### src/rtl/seq_divider.sv
// Iterative radix-2 restoring divider: one quotient bit per clock, valid/ready on
// both the operand and the result side. Divide-by-zero completes on the accept edge.
module seq_divider #(
  parameter int WIDTH = 32
) (
  input  logic             clk,
  input  logic             rst_n,
  input  logic             in_valid,
  output logic             in_ready,
  input  logic [WIDTH-1:0] dividend,
  input  logic [WIDTH-1:0] divisor,
  output logic             out_valid,
  input  logic             out_ready,
  output logic [WIDTH-1:0] quotient,
  output logic [WIDTH-1:0] remainder,
  output logic             div_by_zero
);

  localparam int CW = $clog2(WIDTH);
  localparam logic [CW-1:0] CNT_LAST = CW'(WIDTH - 1);

  typedef enum logic [1:0] {
    ST_IDLE = 2'd0,
    ST_RUN  = 2'd1,
    ST_DONE = 2'd2
  } state_t;

  state_t           state_q;
  logic [WIDTH-1:0] dvd_q;
  logic [WIDTH-1:0] dsr_q;
  logic [WIDTH-1:0] rem_q;
  logic [CW-1:0]    cnt_q;
  logic [WIDTH-1:0] quotient_q;
  logic [WIDTH-1:0] remainder_q;
  logic             dbz_q;
  logic             out_valid_q;

  logic [WIDTH:0]   rem_shift_s;
  logic [WIDTH-1:0] rem_sub_s;
  logic             rem_ge_s;
  logic [WIDTH-1:0] rem_d;
  logic [WIDTH-1:0] dvd_d;

  // One restoring iteration. The partial remainder needs WIDTH+1 bits only right
  // after the shift; once restored it is below the divisor, so WIDTH bits are kept.
  always_comb begin
    rem_shift_s = {rem_q, dvd_q[WIDTH-1]};
    rem_ge_s    = (rem_shift_s >= {1'b0, dsr_q});
    rem_sub_s   = rem_shift_s[WIDTH-1:0] - dsr_q;
    if (rem_ge_s) begin
      rem_d = rem_sub_s;
    end else begin
      rem_d = rem_shift_s[WIDTH-1:0];
    end
    // Quotient bits fill the dividend register from the LSB as its MSBs drain out.
    dvd_d = {dvd_q[WIDTH-2:0], rem_ge_s};
  end

  // Control FSM, datapath registers and registered result outputs.
  always_ff @(posedge clk or negedge rst_n) begin
    if (!rst_n) begin
      state_q     <= ST_IDLE;
      dvd_q       <= {WIDTH{1'b0}};
      dsr_q       <= {WIDTH{1'b0}};
      rem_q       <= {WIDTH{1'b0}};
      cnt_q       <= {CW{1'b0}};
      quotient_q  <= {WIDTH{1'b0}};
      remainder_q <= {WIDTH{1'b0}};
      dbz_q       <= 1'b0;
      out_valid_q <= 1'b0;
    end else begin
      case (state_q)
        ST_IDLE: begin
          if (in_valid) begin
            dvd_q <= dividend;
            dsr_q <= divisor;
            rem_q <= {WIDTH{1'b0}};
            cnt_q <= CNT_LAST;
            if (divisor == {WIDTH{1'b0}}) begin
              quotient_q  <= {WIDTH{1'b1}};
              remainder_q <= dividend;
              dbz_q       <= 1'b1;
              out_valid_q <= 1'b1;
              state_q     <= ST_DONE;
            end else begin
              state_q <= ST_RUN;
            end
          end else begin
            state_q <= ST_IDLE;
          end
        end
        ST_RUN: begin
          rem_q <= rem_d;
          dvd_q <= dvd_d;
          if (cnt_q == {CW{1'b0}}) begin
            quotient_q  <= dvd_d;
            remainder_q <= rem_d;
            dbz_q       <= 1'b0;
            out_valid_q <= 1'b1;
            state_q     <= ST_DONE;
          end else begin
            cnt_q   <= cnt_q - {{(CW-1){1'b0}}, 1'b1};
            state_q <= ST_RUN;
          end
        end
        ST_DONE: begin
          if (out_ready) begin
            out_valid_q <= 1'b0;
            state_q     <= ST_IDLE;
          end else begin
            state_q <= ST_DONE;
          end
        end
        default: begin
          out_valid_q <= 1'b0;
          state_q     <= ST_IDLE;
        end
      endcase
    end
  end

  assign in_ready    = (state_q == ST_IDLE);
  assign out_valid   = out_valid_q;
  assign quotient    = quotient_q;
  assign remainder   = remainder_q;
  assign div_by_zero = dbz_q;

endmodule

### config.mk
export PLATFORM = sky130hd
export DESIGN_NAME = seq_divider
export DESIGN_NICKNAME = d
export VERILOG_FILES = /design/src/rtl/seq_divider.sv
export SDC_FILE = /design/constraint.sdc
export NUM_CORES = 1
export LEC_CHECK = 0
export ABC_CLOCK_PERIOD_IN_PS = 4500
export BUFFER_PORTS_ARGS = -buffer_cell sky130_fd_sc_hd__buf_2
export CAP_MARGIN = 20
export CORE_ASPECT_RATIO = 0.5
export CORE_MARGIN = 2
export CORE_UTILIZATION = 53
export DETAILED_ROUTE_END_ITERATION = 8
export GPL_ROUTABILITY_DRIVEN = 0
export PLACE_DENSITY = 0.75
export SYNTH_ARGS = -nofsm -noshare
export SYNTH_HDL_FRONTEND = slang
export SYNTH_SLANG_ARGS = --single-unit
export TNS_END_PERCENT = 1
### constraint.sdc
create_clock -name clk -period 4.5 [get_ports clk]
set_clock_uncertainty 0.2 [all_clocks]
set_input_delay 0.45 -clock clk [delete_from_list [all_inputs] [get_ports clk]]
set_output_delay 0.45 -clock clk [all_outputs]
set_load 0.02 [all_outputs]
======== Yosys cells after proc, flatten, opt, wreduce, memory -nomap -nowiden ========
Index checks and enable logic that the tools add are counted.
W data, S select, Z words.
storage, ports and cells
  register bits after elaboration ......... 169
  input port bits ......................... 68
  output and inout bits ................... 67
  word-level logic and storage cells ...... 56
operators by class
  add/sub/neg operators ................... 2
  magnitude comparators ................... 1
  equal/unequal tests ..................... 7
  muxes and demuxes ....................... 28
  reduce and logical (&&, ||, !) cells .... 9
operators by type and width
  operator               number
  $mux W32               9
  $pmux W32 S2           4
  $ge A33 B32 Y1         1
  $logic_not A32 Y1      1
  $sub A32 B32 Y32       1
  $mux W5                2
  $pmux W5 S2            1
  $mux W2                4
  $ne A2 B2 Y1 const B   4
  $reduce_and A4 Y1      2
  $pmux W2 S3            1
  $logic_not A5 Y1       1
  $mux W1                5
  $sub A5 B1 Y5 const B  1
  $reduce_and A2 Y1      2
  $pmux W1 S3            1
  $reduce_and A3 Y1      1
  $eq A2 B1 Y1 const B   1
  $eq A2 B2 Y1 const B   1
  $logic_not A2 Y1       1
  $ne A2 B1 Y1 const B   1
  $pmux W1 S2            1
  $reduce_bool A2 Y1     1

======== Depth between registers and ports, before layout ========
  depth after elaboration ................. 4
  depth in mapped cells ................... 12
  mapped depth without buffers ............ 12

======== Least setup slack after synthesis ========
No wires, ideal clock.
  path kind ............................... reg-to-reg
  from .................................... reg rem_q[13]
  to ...................................... reg remainder_q[10] (netlist: remainder[10])
  setup time .............................. 0.126 ns
  data arrival time ....................... 2.776 ns
  data required time ...................... 4.174 ns
  setup slack ............................. 1.398 ns
  cell stages (with the launch flop) ...... 12
  path buffers ............................ 2
  period minus slack after synthesis ...... 3.102 ns
  cell sequence ........................... dfrtp_1 -> ha_1 -> buf_2 -> nand4_1 -> or4_1 -> a211oi_2 -> a221oi_2 -> a211oi_4 -> nor2_2 -> buf_6 -> and3_4 -> o32a_1
between the ends
  word-level cells in the longest chain between the ends .. 4
RTL lines
  item                    line  source
  from (decl)             31    logic [WIDTH-1:0] rem_q;
  from (signal assigned)  65    rem_q <= {WIDTH{1'b0}};
  from (signal assigned)  77    rem_q <= {WIDTH{1'b0}};
  from (signal assigned)  93    rem_q <= rem_d;
  $ge A33 B32 Y1          48    rem_ge_s = (rem_shift_s >= {1'b0, dsr_q});
  $mux W32                50    if (rem_ge_s) begin
  $mux W32                95    if (cnt_q == {CW{1'b0}}) begin
  $pmux W32 S2            72    case (state_q)
  to (signal assigned)    68    remainder_q <= {WIDTH{1'b0}};
  to (signal assigned)    81    remainder_q <= dividend;
  to (signal assigned)    97    remainder_q <= rem_d;
  to (decl)               34    logic [WIDTH-1:0] remainder_q;
No other way between the ends. The select of a mux whose other input is x is not followed.
A chain may end at the register's enable or synchronous reset.

======== Worst setup path after layout ========
  from .................................... reg rem_q[12]
  to ...................................... reg remainder_q[13] (netlist: remainder[13])
between the ends
  word-level cells in the longest chain between the ends .. 4
  elaborated cells on any way between the ends .. 5
  classes of those cells .................. 1 x add/sub; 1 x order compare; 3 x mux
RTL lines
  item                                                       line
  $sub A32 B32 Y32 / $ge A33 B32 Y1 (equally long branches)  49, 48
  $mux W32 *                                                 50
  $mux W32 *                                                 95
  $pmux W32 S2 *                                             72
Mark *: on every way between the ends. The rest lies on a longest branch, timed or not. The select of a mux whose other input is x is not followed.

==> key figures <==
Run status
  • Status: finished, final reports clean

GRT
  • Largest net degree at the start of global routing: 112
  • Initial antenna violation count: 0
  • First-pass GRT wire length: 44.6 mm
  • Grt ovf: 0
  • Gr usage total: 0.311
  • Vias in the first global route: 8159

Routing
  • Post-DR wirelength/cell: 20.0 µm
  • Final ANT Viol Nets: 0
  • First-pass DRT Iterations: 6
  • Via count: 8589
  • Routed vias/inst: 6.07
  • DRC: 0
  • Iter 0 DRT Violations: 1364
  • Final Routed Wirelength: 28.2 mm

Setup path
  • Worst Setup SP: rem_q[12]$_DFFE_PN0P_
  • Flop2flop setup slack: 570 ps
  • Arrival time worst endpoint: 4110 ps
  • Max FO, Critical Path: 24
  • CP required: 4680 ps
  • Worst reg2reg path startpoint: rem_q[12]$_DFFE_PN0P_
  • Slowest-stage cell, CP: nor3_1
  • Critical Path Max Stage Delay: 660 ps
  • Worst setup SP type: register
  • Cells along the critical path: ha_1 -> nand4_1 -> or4_1 -> a211oi_2 -> a221oi_2 -> a211oi_4 -> nor2_2 -> buf_4 -> nor3_1 -> o32a_1
  • CP Class: register to register
  • CP Capture Type: register
  • Critical path's top delay family: simple AND/OR/NAND/NOR gates
  • Buf+Inv Stages, Crit Path: 1

Clocking
  • CTS Hold Bufs: 1
  • TritonCTS buffer count: 17
  • CTS root buf: clkbuf_16
  • Clk buf depth: 2
  • CTS tree: yes
  • Postcts setup bufs: 0
  • Reg clk slew, reported paths: 70 ps
  • Post-cts sizing count: 0
  • CTS sink cnt: 169
  • Worst-Skew Late Latency: 450 ps
  • H-tree levels: 4

Finish
  • Layout cells sized above 1: 0.166
  • Syn-to-layout area delta: 15.7%
  • Layout Nets: 1270
  • Total of fill cells in the finished design: 1518
  • Diodes inserted: 0
  • Area of the multi-input gates: 4620 µm²
  • Most frequent cells in the layout: 236 x nand2_1, 169 x dfrtp_1, 133 x buf_2
  • Register area: 4230 µm²
  • Most common cell after layout, fill and taps aside: nand2_1

Timing
  • Tmin final: 3930 ps
  • Fin crit share: 0.874
  • RSZ-0062 raised after global routing: false
  • Slew @ Worst Pin: 1060 ps
  • Final Hold Vio Count: 0
  • TNS Setup: 0 ps
  • Slew Viols, Final: 0
  • Final setup violation count: 0
  • F_max: 0.254 GHz
  • Slew margin rel.: 0.291

Worst hold path
  • Hold Crit Class: input port to register
  • Hold Startpoint: divisor[31]

Die
  • Die span in y: 97.3 µm
  • Initial core utilization: 0.537
  • DIE AREA: 18500 µm²
  • Boundary Pins: 135
  • Core area: 17200 µm²
  • Std cell rows: 34
  • DIE WIDTH: 191 µm

Synth
  • Post-Synth Simple-Gate Area: 0.196
  • Yosys reg bits: 169
  • Post-Syn Area per Cell: 8.66 µm²
  • Sequential element share of the synthesized area: 0.458
  • Mux cell area share after synthesis: 0.0316
  • Top cells by area, synth: dfrtp_1 46%, nand2_1 9.6%, o21ai_0 6.9%
  • Ys async rst share: 1.00
  • Largest family of logic cells by synthesized area: compound AO/OA/AOI/OAI gates
  • Post-synthesis compound-gate area fraction: 0.200
  • Synthesized cell area: 9230 µm²
  • Adder-Cell Fraction of Synth Area: 0.0469
  • Syn. warnings: 0
  • Most used DFF post-synth: dfrtp_1
  • Largest area contributor in the synthesized netlist: dfrtp_1
  • XOR/XNOR share of the synthesized area: 0.0237
  • EDFF count, synth: 0
  • Cells after Synth: 1065
  • Area share of the largest cell type after synthesis: 0.458
  • Number of distinct library cells after synthesis: 58
  • Post-synth net total: 1167

Place
  • Hpwl dp: 20.4 mm
  • # port buffers: 134

Run
  • Total of max-cap violations: 0
==> sequential cells by signal (all words and copies together), names as in the netlist <==
| register | cells |
|---|---|
| dsr_q | 32 |
| dvd_q | 32 |
| quotient | 32 |
| rem_q | 32 |
| remainder | 32 |
| cnt_q | 5 |
| state_q | 2 |
| div_by_zero | 1 |
| out_valid | 1 |
==> cells by family after synthesis <==
group                      after synthesis
xor gates and xnor gates                25
muxes                                   29
AOI/OAI and AO/OA                      302
buffers and inverters                  101
and+or+nand+nor                        405
adders and majority gates               34
DFF                                    169
==> per-layer routing <==
metal | vias to the layer above | part of all wire | GRT usage
met1 | 4084 | 0.46 | 0.480
met3 | 64 | 0.13 | 0.105
met5 | - | 0 | 0
met2 | 482 | 0.40 | 0.413
li1 | 3959 | - | -
met4 | 0 | 0.018 | 0.0739
==> worst paths after layout <==
check / to / depth (start not counted)
min reg2reg: quotient[28]$_DFFE_PN0P_ / 2
max: remainder[13]$_DFFE_PN0P_ / 10
min: dsr_q[31]$_DFFE_PN0P_ / 3
min in group asynchronous: dsr_q[26]$_DFFE_PN0P_ / 2
max in group asynchronous: rem_q[12]$_DFFE_PN0P_ / 4
max reg2reg: remainder[13]$_DFFE_PN0P_ / 10
==> cells in the mapped netlist (all sizes together), types with 2 or more instances <==
master	count
a211oi	9
a31o	2
inv	39
xnor2	14
nor4	11
o21ai	128
or2	2
a32oi	2
o311ai	3
mux2i	28
a211o	9
o2111ai	2
xor2	11
o32a	7
a21oi	68
and2	6
clkbuf	49
dfrtp	169
nor3	26
and3	13
nor2b	5
o31ai	3
nand2b	3
nand4	10
nor2	36
a21o	25
nand2	237
a41oi	3
o21bai	3
or4	2
and4	2
nand4b	2
a31oi	15
o211ai	13
nand3	40
buf	13
or3	8
ha	33
o21a	4
==> per-stage QoR <==
step | util | cell area (µm²) | hold WS, ps | setup slack [ps] | std cells
finish | 0.621 | 10700 | 22.5 | 569 | 1414
global route | 0.621 | 10700 | 48.9 | 486 | 1414
CTS | 0.620 | 10700 | 28.9 | 787 | 1413
detailed placement | 0.586 | 10100 | 251 | 829 | 1381
global placement | 0.586 | 10100 | 245 | 869 | 1381
floorplan | - | 9230 | -45.6 | 1400 | 1065
==> area by class of cell <==
type                            instances  share of cell area
Clock buffer                           17              0.0398
Clock inverter                         14              0.0139
Inverter                               39              0.0137
Multi-Input combinational cell        795               0.433
Sequential cell                       169               0.396
Tap cell                              234              0.0274
Timing Repair Buffer                  146              0.0763
==> tightest hold or removal path, cell delays in order <==
cell	delay, ps
buf_2	90
nand2_1	40
o21ai_0	60
Power is not shown: default switching activity piles up to over one toggle a cycle in this logic, so the estimate is an artifact.
